$ cat config.mk
export PLATFORM = sky130hd
export DESIGN_NAME = decodificador_varredura_flat
export DESIGN_NICKNAME = d
export VERILOG_FILES = /design/src/rtl/decodificador_varredura_if.sv /design/src/rtl/decodificador_varredura.sv /design/src/flat_wrapper.sv
export SDC_FILE = /design/constraint.sdc
export NUM_CORES = 1
export LEC_CHECK = 0
export BUFFER_PORTS_ARGS = -buffer_cell sky130_fd_sc_hd__buf_2
export CAP_MARGIN = 30
export CORE_MARGIN = 5
export CORE_UTILIZATION = 27
export CTS_BUF_LIST = sky130_fd_sc_hd__clkbuf_4 sky130_fd_sc_hd__clkbuf_8
export DETAILED_ROUTE_END_ITERATION = 8
export PLACE_DENSITY_LB_ADDON = 0.1
export SYNTH_ARGS = -nofsm -noshare
export SYNTH_HDL_FRONTEND = slang
export SYNTH_SLANG_ARGS = --single-unit
$ cat constraint.sdc
create_clock -name clk_i -period 2.1 [get_ports clk_i]
set_input_delay 0.42 -clock clk_i [delete_from_list [all_inputs] [get_ports clk_i]]
set_output_delay 0.42 -clock clk_i [all_outputs]
set_load 0.01 [all_outputs]
$ cat src/rtl/decodificador_varredura_if.sv
// Bus bundle for decodificador_varredura: control inputs and registered outputs.
// The mascara signal exists only when DECOD_MASCARA_EN is defined.
interface decodificador_varredura_if #(
    parameter int N = 3
);
    localparam int W = 1 << N;

    logic         en_i;
    logic         modo_i;
    logic [N-1:0] a_i;
    logic [W-1:0] d_o;
    logic [N-1:0] idx_o;
    logic         wrap_o;
`ifdef DECOD_MASCARA_EN
    logic [W-1:0] mascara_i;

    modport master (output en_i, modo_i, a_i, mascara_i, input d_o, idx_o, wrap_o);
    modport slave  (input en_i, modo_i, a_i, mascara_i, output d_o, idx_o, wrap_o);
`else
    modport master (output en_i, modo_i, a_i, input d_o, idx_o, wrap_o);
    modport slave  (input en_i, modo_i, a_i, output d_o, idx_o, wrap_o);
`endif
endinterface

$ cat src/rtl/decodificador_varredura.sv
// Registered 1-of-2**N decoder with direct and scan modes.
// Scan mode steps an index through the outputs, dwelling DIV clocks on each,
// and pulses wrap when the sweep returns to (or past) its start.
// Optional feature macro: DECOD_MASCARA_EN adds a per-output mask that both
// gates d and makes the scan skip masked-off indices.
module decodificador_varredura #(
    parameter int N          = 3,
    parameter int DIV        = 4,
    parameter bit ACTIVE_LOW = 0
) (
    input  logic                       clk_i,
    input  logic                       rst_i,
    decodificador_varredura_if.slave   bus
);
    localparam int           W       = 1 << N;
    localparam int           CW      = $clog2(DIV) + 1;
    localparam logic [CW-1:0] CNT_MAX = CW'(DIV - 1);
    localparam logic [W-1:0] ONE     = W'(1);
    // XOR pattern applied to every d value so the register itself holds the
    // port polarity (reset value included).
    localparam logic [W-1:0] INV     = {W{ACTIVE_LOW}};

    generate
        if (N < 1 || N > 6) begin : g_bad_n
            $error("decodificador_varredura: N must be in 1..6");
        end
        if (DIV < 1) begin : g_bad_div
            $error("decodificador_varredura: DIV must be >= 1");
        end
    endgenerate

    logic [W-1:0]  d_q, d_d;
    logic [N-1:0]  idx_q, idx_d;
    logic [CW-1:0] cnt_q, cnt_d;
    logic          wrap_q, wrap_d;
    logic [W-1:0]  mask;
    logic [N-1:0]  nxt;

`ifdef DECOD_MASCARA_EN
    logic [N-1:0]  cand;

    assign mask = bus.mascara_i;

    // Circular search for the first enabled index after idx; walking the
    // offsets from farthest to nearest lets the nearest hit win. Offset W
    // lands on idx itself, covering the single-bit mask case.
    always_comb begin
        nxt  = idx_q;
        cand = '0;
        for (int k = W; k >= 1; k--) begin
            cand = N'(int'(idx_q) + k);
            if (mask[cand]) nxt = cand;
        end
    end
`else
    assign mask = '1;

    // Without a mask the next index is a plain modulo-2**N increment.
    always_comb begin
        nxt = idx_q + N'(1);
    end
`endif

    // Next-state: blank/hold when disabled, decode a in direct mode,
    // dwell-then-advance in scan mode.
    always_comb begin
        d_d    = INV;
        idx_d  = idx_q;
        cnt_d  = cnt_q;
        wrap_d = 1'b0;
        if (bus.en_i) begin
            if (!bus.modo_i) begin
                d_d   = ((ONE << bus.a_i) & mask) ^ INV;
                idx_d = bus.a_i;
                cnt_d = '0;
            end else if (mask != '0) begin
                if (cnt_q != CNT_MAX) begin
                    cnt_d = cnt_q + CW'(1);
                    d_d   = ((ONE << idx_q) & mask) ^ INV;
                end else begin
                    cnt_d  = '0;
                    idx_d  = nxt;
                    d_d    = ((ONE << nxt) & mask) ^ INV;
                    wrap_d = (nxt <= idx_q);
                end
            end
        end
    end

    // State register with synchronous reset.
    always_ff @(posedge clk_i) begin
        if (rst_i) begin
            d_q    <= INV;
            idx_q  <= '0;
            cnt_q  <= '0;
            wrap_q <= 1'b0;
        end else begin
            d_q    <= d_d;
            idx_q  <= idx_d;
            cnt_q  <= cnt_d;
            wrap_q <= wrap_d;
        end
    end

    assign bus.d_o    = d_q;
    assign bus.idx_o  = idx_q;
    assign bus.wrap_o = wrap_q;
endmodule

$ cat src/flat_wrapper.sv
// flat-port wrapper written by rule: the top's interface ports become plain ports
module decodificador_varredura_flat 
#(
    parameter int N          = 3,
    parameter int DIV        = 4,
    parameter bit ACTIVE_LOW = 0
)
  (clk_i, rst_i, bus_en_i, bus_modo_i, bus_a_i, bus_d_o, bus_idx_o, bus_wrap_o);
  decodificador_varredura_if #(.N(N)) bus_i ();
  input  logic clk_i;
  input  logic rst_i;
  input wire logic [$bits(bus_i.en_i)-1:0] bus_en_i;
  input wire logic [$bits(bus_i.modo_i)-1:0] bus_modo_i;
  input wire logic [$bits(bus_i.a_i)-1:0] bus_a_i;
  output wire logic [$bits(bus_i.d_o)-1:0] bus_d_o;
  output wire logic [$bits(bus_i.idx_o)-1:0] bus_idx_o;
  output wire logic [$bits(bus_i.wrap_o)-1:0] bus_wrap_o;
  assign bus_i.en_i = bus_en_i;
  assign bus_i.modo_i = bus_modo_i;
  assign bus_i.a_i = bus_a_i;
  assign bus_d_o = bus_i.d_o;
  assign bus_idx_o = bus_i.idx_o;
  assign bus_wrap_o = bus_i.wrap_o;
  decodificador_varredura #(.N(N), .DIV(DIV), .ACTIVE_LOW(ACTIVE_LOW)) u_core (.clk_i(clk_i), .rst_i(rst_i), .bus(bus_i));
endmodule
Word level (Yosys, flattened, before mapping)
Index checks and enable logic that the tools add are counted.
- register bits after elaboration: 15
- output and inout port bits: 12
- input port bits: 7
- word-level logic and storage cells: 23
- bitwise gates (word level): 2
- reductions and logical operators: 3
- add/sub/neg operators: 2
- order comparisons: 1
- shifts and indexed selects: 3
- equality and inequality tests: 2
- muxes and demuxes: 6
- operators by type and width (cell ; number):
    $shl 1x3->8 const A ; 3
    $mux 8 ; 2
    $mux 3 ; 4
    $add 3x1->3 const B ; 2
    $reduce_or 4->1 ; 1
    $le 3x3->1 ; 1
    $ne 3x2->1 const B ; 1
    $ne 2x2->1 const B ; 1
    $not 1->1 ; 2
    $reduce_and 2->1 ; 1
    $reduce_or 2->1 ; 1

Depth between registers and ports, before layout
- word-level depth: 4
- depth in mapped cells: 6
- gate-level depth less buffers: 6

Worst setup path before layout
Ideal clock, no wire load.
- path kind: register -> register
- from: reg u_core.idx_q[1], in the netlist u_core.bus.idx_o[1]
- to: reg u_core.d_q[2], in the netlist u_core.bus.d_o[2]
- path buffers: 0
- arrival: 1.452 ns
- cell stages (with the launch flop): 7
- setup slack: 0.588 ns
- cell sequence: dfxtp_1 -> inv_1 -> ha_1 -> nand3b_1 -> o21ai_0 -> o21ai_1 -> and3_1
- word-level cells in the longest chain between the ends: 4
- RTL lines (what ; RTL line ; text):
    from (decl) ; decodificador_varredura.sv:33 ; logic [N-1:0] idx_q, idx_d;
    from (signal assigned) ; decodificador_varredura.sv:99 ; idx_q <= idx_d;
    $add 3x1->3 ; decodificador_varredura.sv:60 ; nxt = idx_q + N'(1);
    $shl 1x3->8 ; decodificador_varredura.sv:83 ; d_d = ((ONE << nxt) & mask) ^ INV;
    $mux 8 (*) ; decodificador_varredura.sv:77 ; if (cnt_q != CNT_MAX) begin
    $mux 8 (*) ; decodificador_varredura.sv:72 ; if (!bus.modo_i) begin
    to (signal assigned) ; decodificador_varredura.sv:93 ; d_q <= INV;
    to (signal assigned) ; decodificador_varredura.sv:98 ; d_q <= d_d;
    to (decl) ; decodificador_varredura.sv:32 ; logic [W-1:0] d_q, d_d;
Every way passes the cells marked *; elsewhere a longest branch is shown, timed or not.
A chain may end at the register's enable or synchronous reset.

Worst setup path in the final report
- from: reg u_core.idx_q[1], in the netlist u_core.bus.idx_o[1]
- to: reg u_core.d_q[6], in the netlist u_core.bus.d_o[6]
Same word-level chain as after synthesis.

==> flow_metrics.py <==
metrics = {
    "die": {
        "die_h_um": 60.8,
        "boundaryPins": 19,
        "core_um2": 2480,
        "dieArea_um2": 3690,
        "initial_utilization": 0.281,
        "die_width_um": 60.8,
        "rows": 18,
    },
    "synthesis": {
        "ys_types": 27,
        "syn_avg_cell_area_um2": 8.81,
        "synth_top_family_by_area": "simple AND/OR/NAND/NOR gates",
        "netlist_area_um2": 696,
        "synthCells": 79,
        "yosysSeqAreaShare": 0.432,
        "synth-compound-area-share": 0.183,
        "yosys.area_share.simple": 0.228,
        "synth_fa_ha_area_frac": 0.0540,
        "synth_nets": 89,
        "yosys_warnings": 0,
        "ys_seq_elements": 15,
        "muxShareOfSynthArea": 0.0144,
        "synthXorXnorAreaFrac": 0.0504,
    },
    "global_routing": {
        "grt_overflow": 0,
        "grt_pass1_wl_um": 2770,
        "first_global_vias": 592,
        "antenna_found_initial": 0,
        "grt_use_total": 0.104,
        "grt_max_degree": 15,
    },
    "cells_and_area": {
        "regArea_um2": 300,
        "drive_above_1_share": 0.224,
        "nFillCells": 274,
        "multi_input_area_um2": 369,
        "antenna_cells": 0,
        "area_delta_synth_final_pct": 20.1,
        "final_common_cell": "buf_2",
        "nets": 109,
        "final_cell_mix": "buf_2 (18), dfxtp_1 (15), nor2_1 (6), nor3_1 (6)",
    },
    "sta": {
        "fin_crit_sh": 0.797,
        "relSlewSlack": 0.688,
        "finClkSkew_ns": 0.00239,
        "max_freq_mhz": 597,
        "timing.final.ws_setup_ns": 0.426,
        "final_hold_viol_count": 0,
        "tns_ns": 0,
        "setup_violations": 0,
        "rsz0062_at_grt": "false",
        "final_max_slew_viol_count": 0,
        "holdWs_ns": 0.373,
        "worst_slew_pin_slew_ns": 0.464,
        "min_period_ns": 1.67,
    },
    "detailed_routing": {
        "vias_per_cell": 4.95,
        "drc": 0,
        "drtAntennaViolNets": 0,
        "vias": 633,
        "wl_per_cell_um": 12.4,
        "drtPass1Iterations": 4,
        "detail_route.iter0.violations": 11,
        "wl_um": 1580,
    },
    "placed_design": {
        "portBuffers": 18,
        "routabilityCongestion": 0.756,
        "pre_cts_ws_ns": 0.456,
    },
    "clocking": {
        "cts_hold_buf": 0,
        "clock_sinks": 15,
        "cts_buffers": 3,
        "clk_latency_ns": 0.29,
        "clk_path_buf_depth": 2,
        "cts_resized": 0,
        "cts_tree": "yes",
        "clkSlewWorstSetupHoldPaths_ns": 0.10,
        "postCtsSetupBuffers": 0,
        "h-tree-depth": 1,
        "root_buffer": "clkbuf_4",
    },
    "pwr": {
        "leakage_nw": 0.385,
        "p_per_area_nw_per_um2": 650,
        "ir_worst_vdd_uv": 334,
    },
    "setup_path": {
        "critPathArrivalTime_ns": 1.91,
        "endpoint_kind": "flop",
        "cp_max_fo": 8,
        "startpoint_type": "flop",
        "critPathRequiredTime_ns": 2.34,
        "rr_startpoint": "u_core.bus.idx_o[1]",
        "startpoint": "u_core.bus.idx_o[1]",
        "crit_type": "flop to flop",
    },
    "outcome": {
        "status": "finished, final reports clean",
    },
    "min_path": {
        "min_from": "rst_i",
        "worstHoldPathType": "primary input to flop",
    },
    "run": {
        "max-cap-violations": 0,
    },
}
-- final timing paths --
check                                      endpoint  slack [ns]  cells after the start
worst min register to register      u_core.cnt_q[1]        0.49                      2
worst min-delay path            u_core.bus.idx_o[0]        0.37                      2
worst max-delay path              u_core.bus.d_o[6]        0.43                      6
worst max register to register    u_core.bus.d_o[6]        0.43                      6
-- kinds of logic (layout without fill, tap and decap cells) --
| family | Yosys count | in the layout |
|---|---|---|
| compound gates | 20 | 20 |
| xor+xnor | 4 | 4 |
| fa+ha+maj | 3 | 3 |
| buf+inv | 6 | 25 |
| flops | 15 | 15 |
| mux | 1 | 1 |
| simple gates | 30 | 30 |
-- routing by layer --
metal | wire [um] | share of wire | track usage
met1 | 718 | 0.45 | 0.122
met2 | 716 | 0.45 | 0.162
met3 | 115 | 0.073 | 0.0426
met4 | 30 | 0.019 | 0.0557
met5 | 0 | 0 | 0
-- where the power goes --
part / total [mW] / switching (mW) / internal [mW]
clock network: 0.173 / 0.103 / 0.0709
logic: 0.0707 / 0.0413 / 0.0294
registers: 0.299 / 0.00641 / 0.292
-- area by class of cell --
type	count	area share
Clock inverter	1	0.00599
Clock buffer	3	0.0269
Multi-Input combinational cell	58	0.442
Tap cell	30	0.0449
Timing Repair Buffer	18	0.108
Sequential cell	15	0.359
Inverter	3	0.0135
-- per-stage QoR --
step	instance area [um^2]	util	power (mW)	cells
after CTS	836	0.337	0.553	128
after detailed placement	808	0.326	0.377	124
final	836	0.337	0.543	128
after global routing	836	0.337	0.576	128
after global placement	808	0.326	0.377	124
after floorplan	696	-	0.352	79
-- worst max-delay path, cell delays in order (launching register included) --
cell and delay (ns):
dfxtp_1 0.44, inv_1 0.06, ha_1 0.31, nand3b_1 0.11, o21ai_0 0.08, o21ai_1 0.39, and3_1 0.23
-- synthesized netlist by cell type --
library cell	count	share of area
dfxtp_1	15	0.43
nor2_1	6	0.032
nor3_1	6	0.043
a21oi_1	5	0.036
nand2_1	5	0.027
o21ai_0	5	0.036
and3_1	4	0.036
a211oi_1	3	0.032
ha_1	3	0.054
inv_1	3	0.016
nand3b_1	3	0.032
a211o_1	2	0.025
clkbuf_1	2	0.011
nand2b_1	2	0.018
xnor2_1	2	0.025
xor2_1	2	0.025
a21o_1	1	0.011
a311oi_1	1	0.013
and2b_1	1	0.011
and3b_1	1	0.013
buf_4	1	0.011
mux2i_1	1	0.014
nand3_1	1	0.0072
nor2b_1	1	0.0090
o21a_1	1	0.011
o21ai_1	1	0.0072
o2bb2ai_1	1	0.013
-- sequential cells by signal, indices dropped and copies added, names as in the netlist --
name               flops
u_core.cnt_q           3
u_core.bus.d_o         8
u_core.bus.wrap_o      1
u_core.bus.idx_o       3
Note: power is estimated with default switching activity, not from simulation.
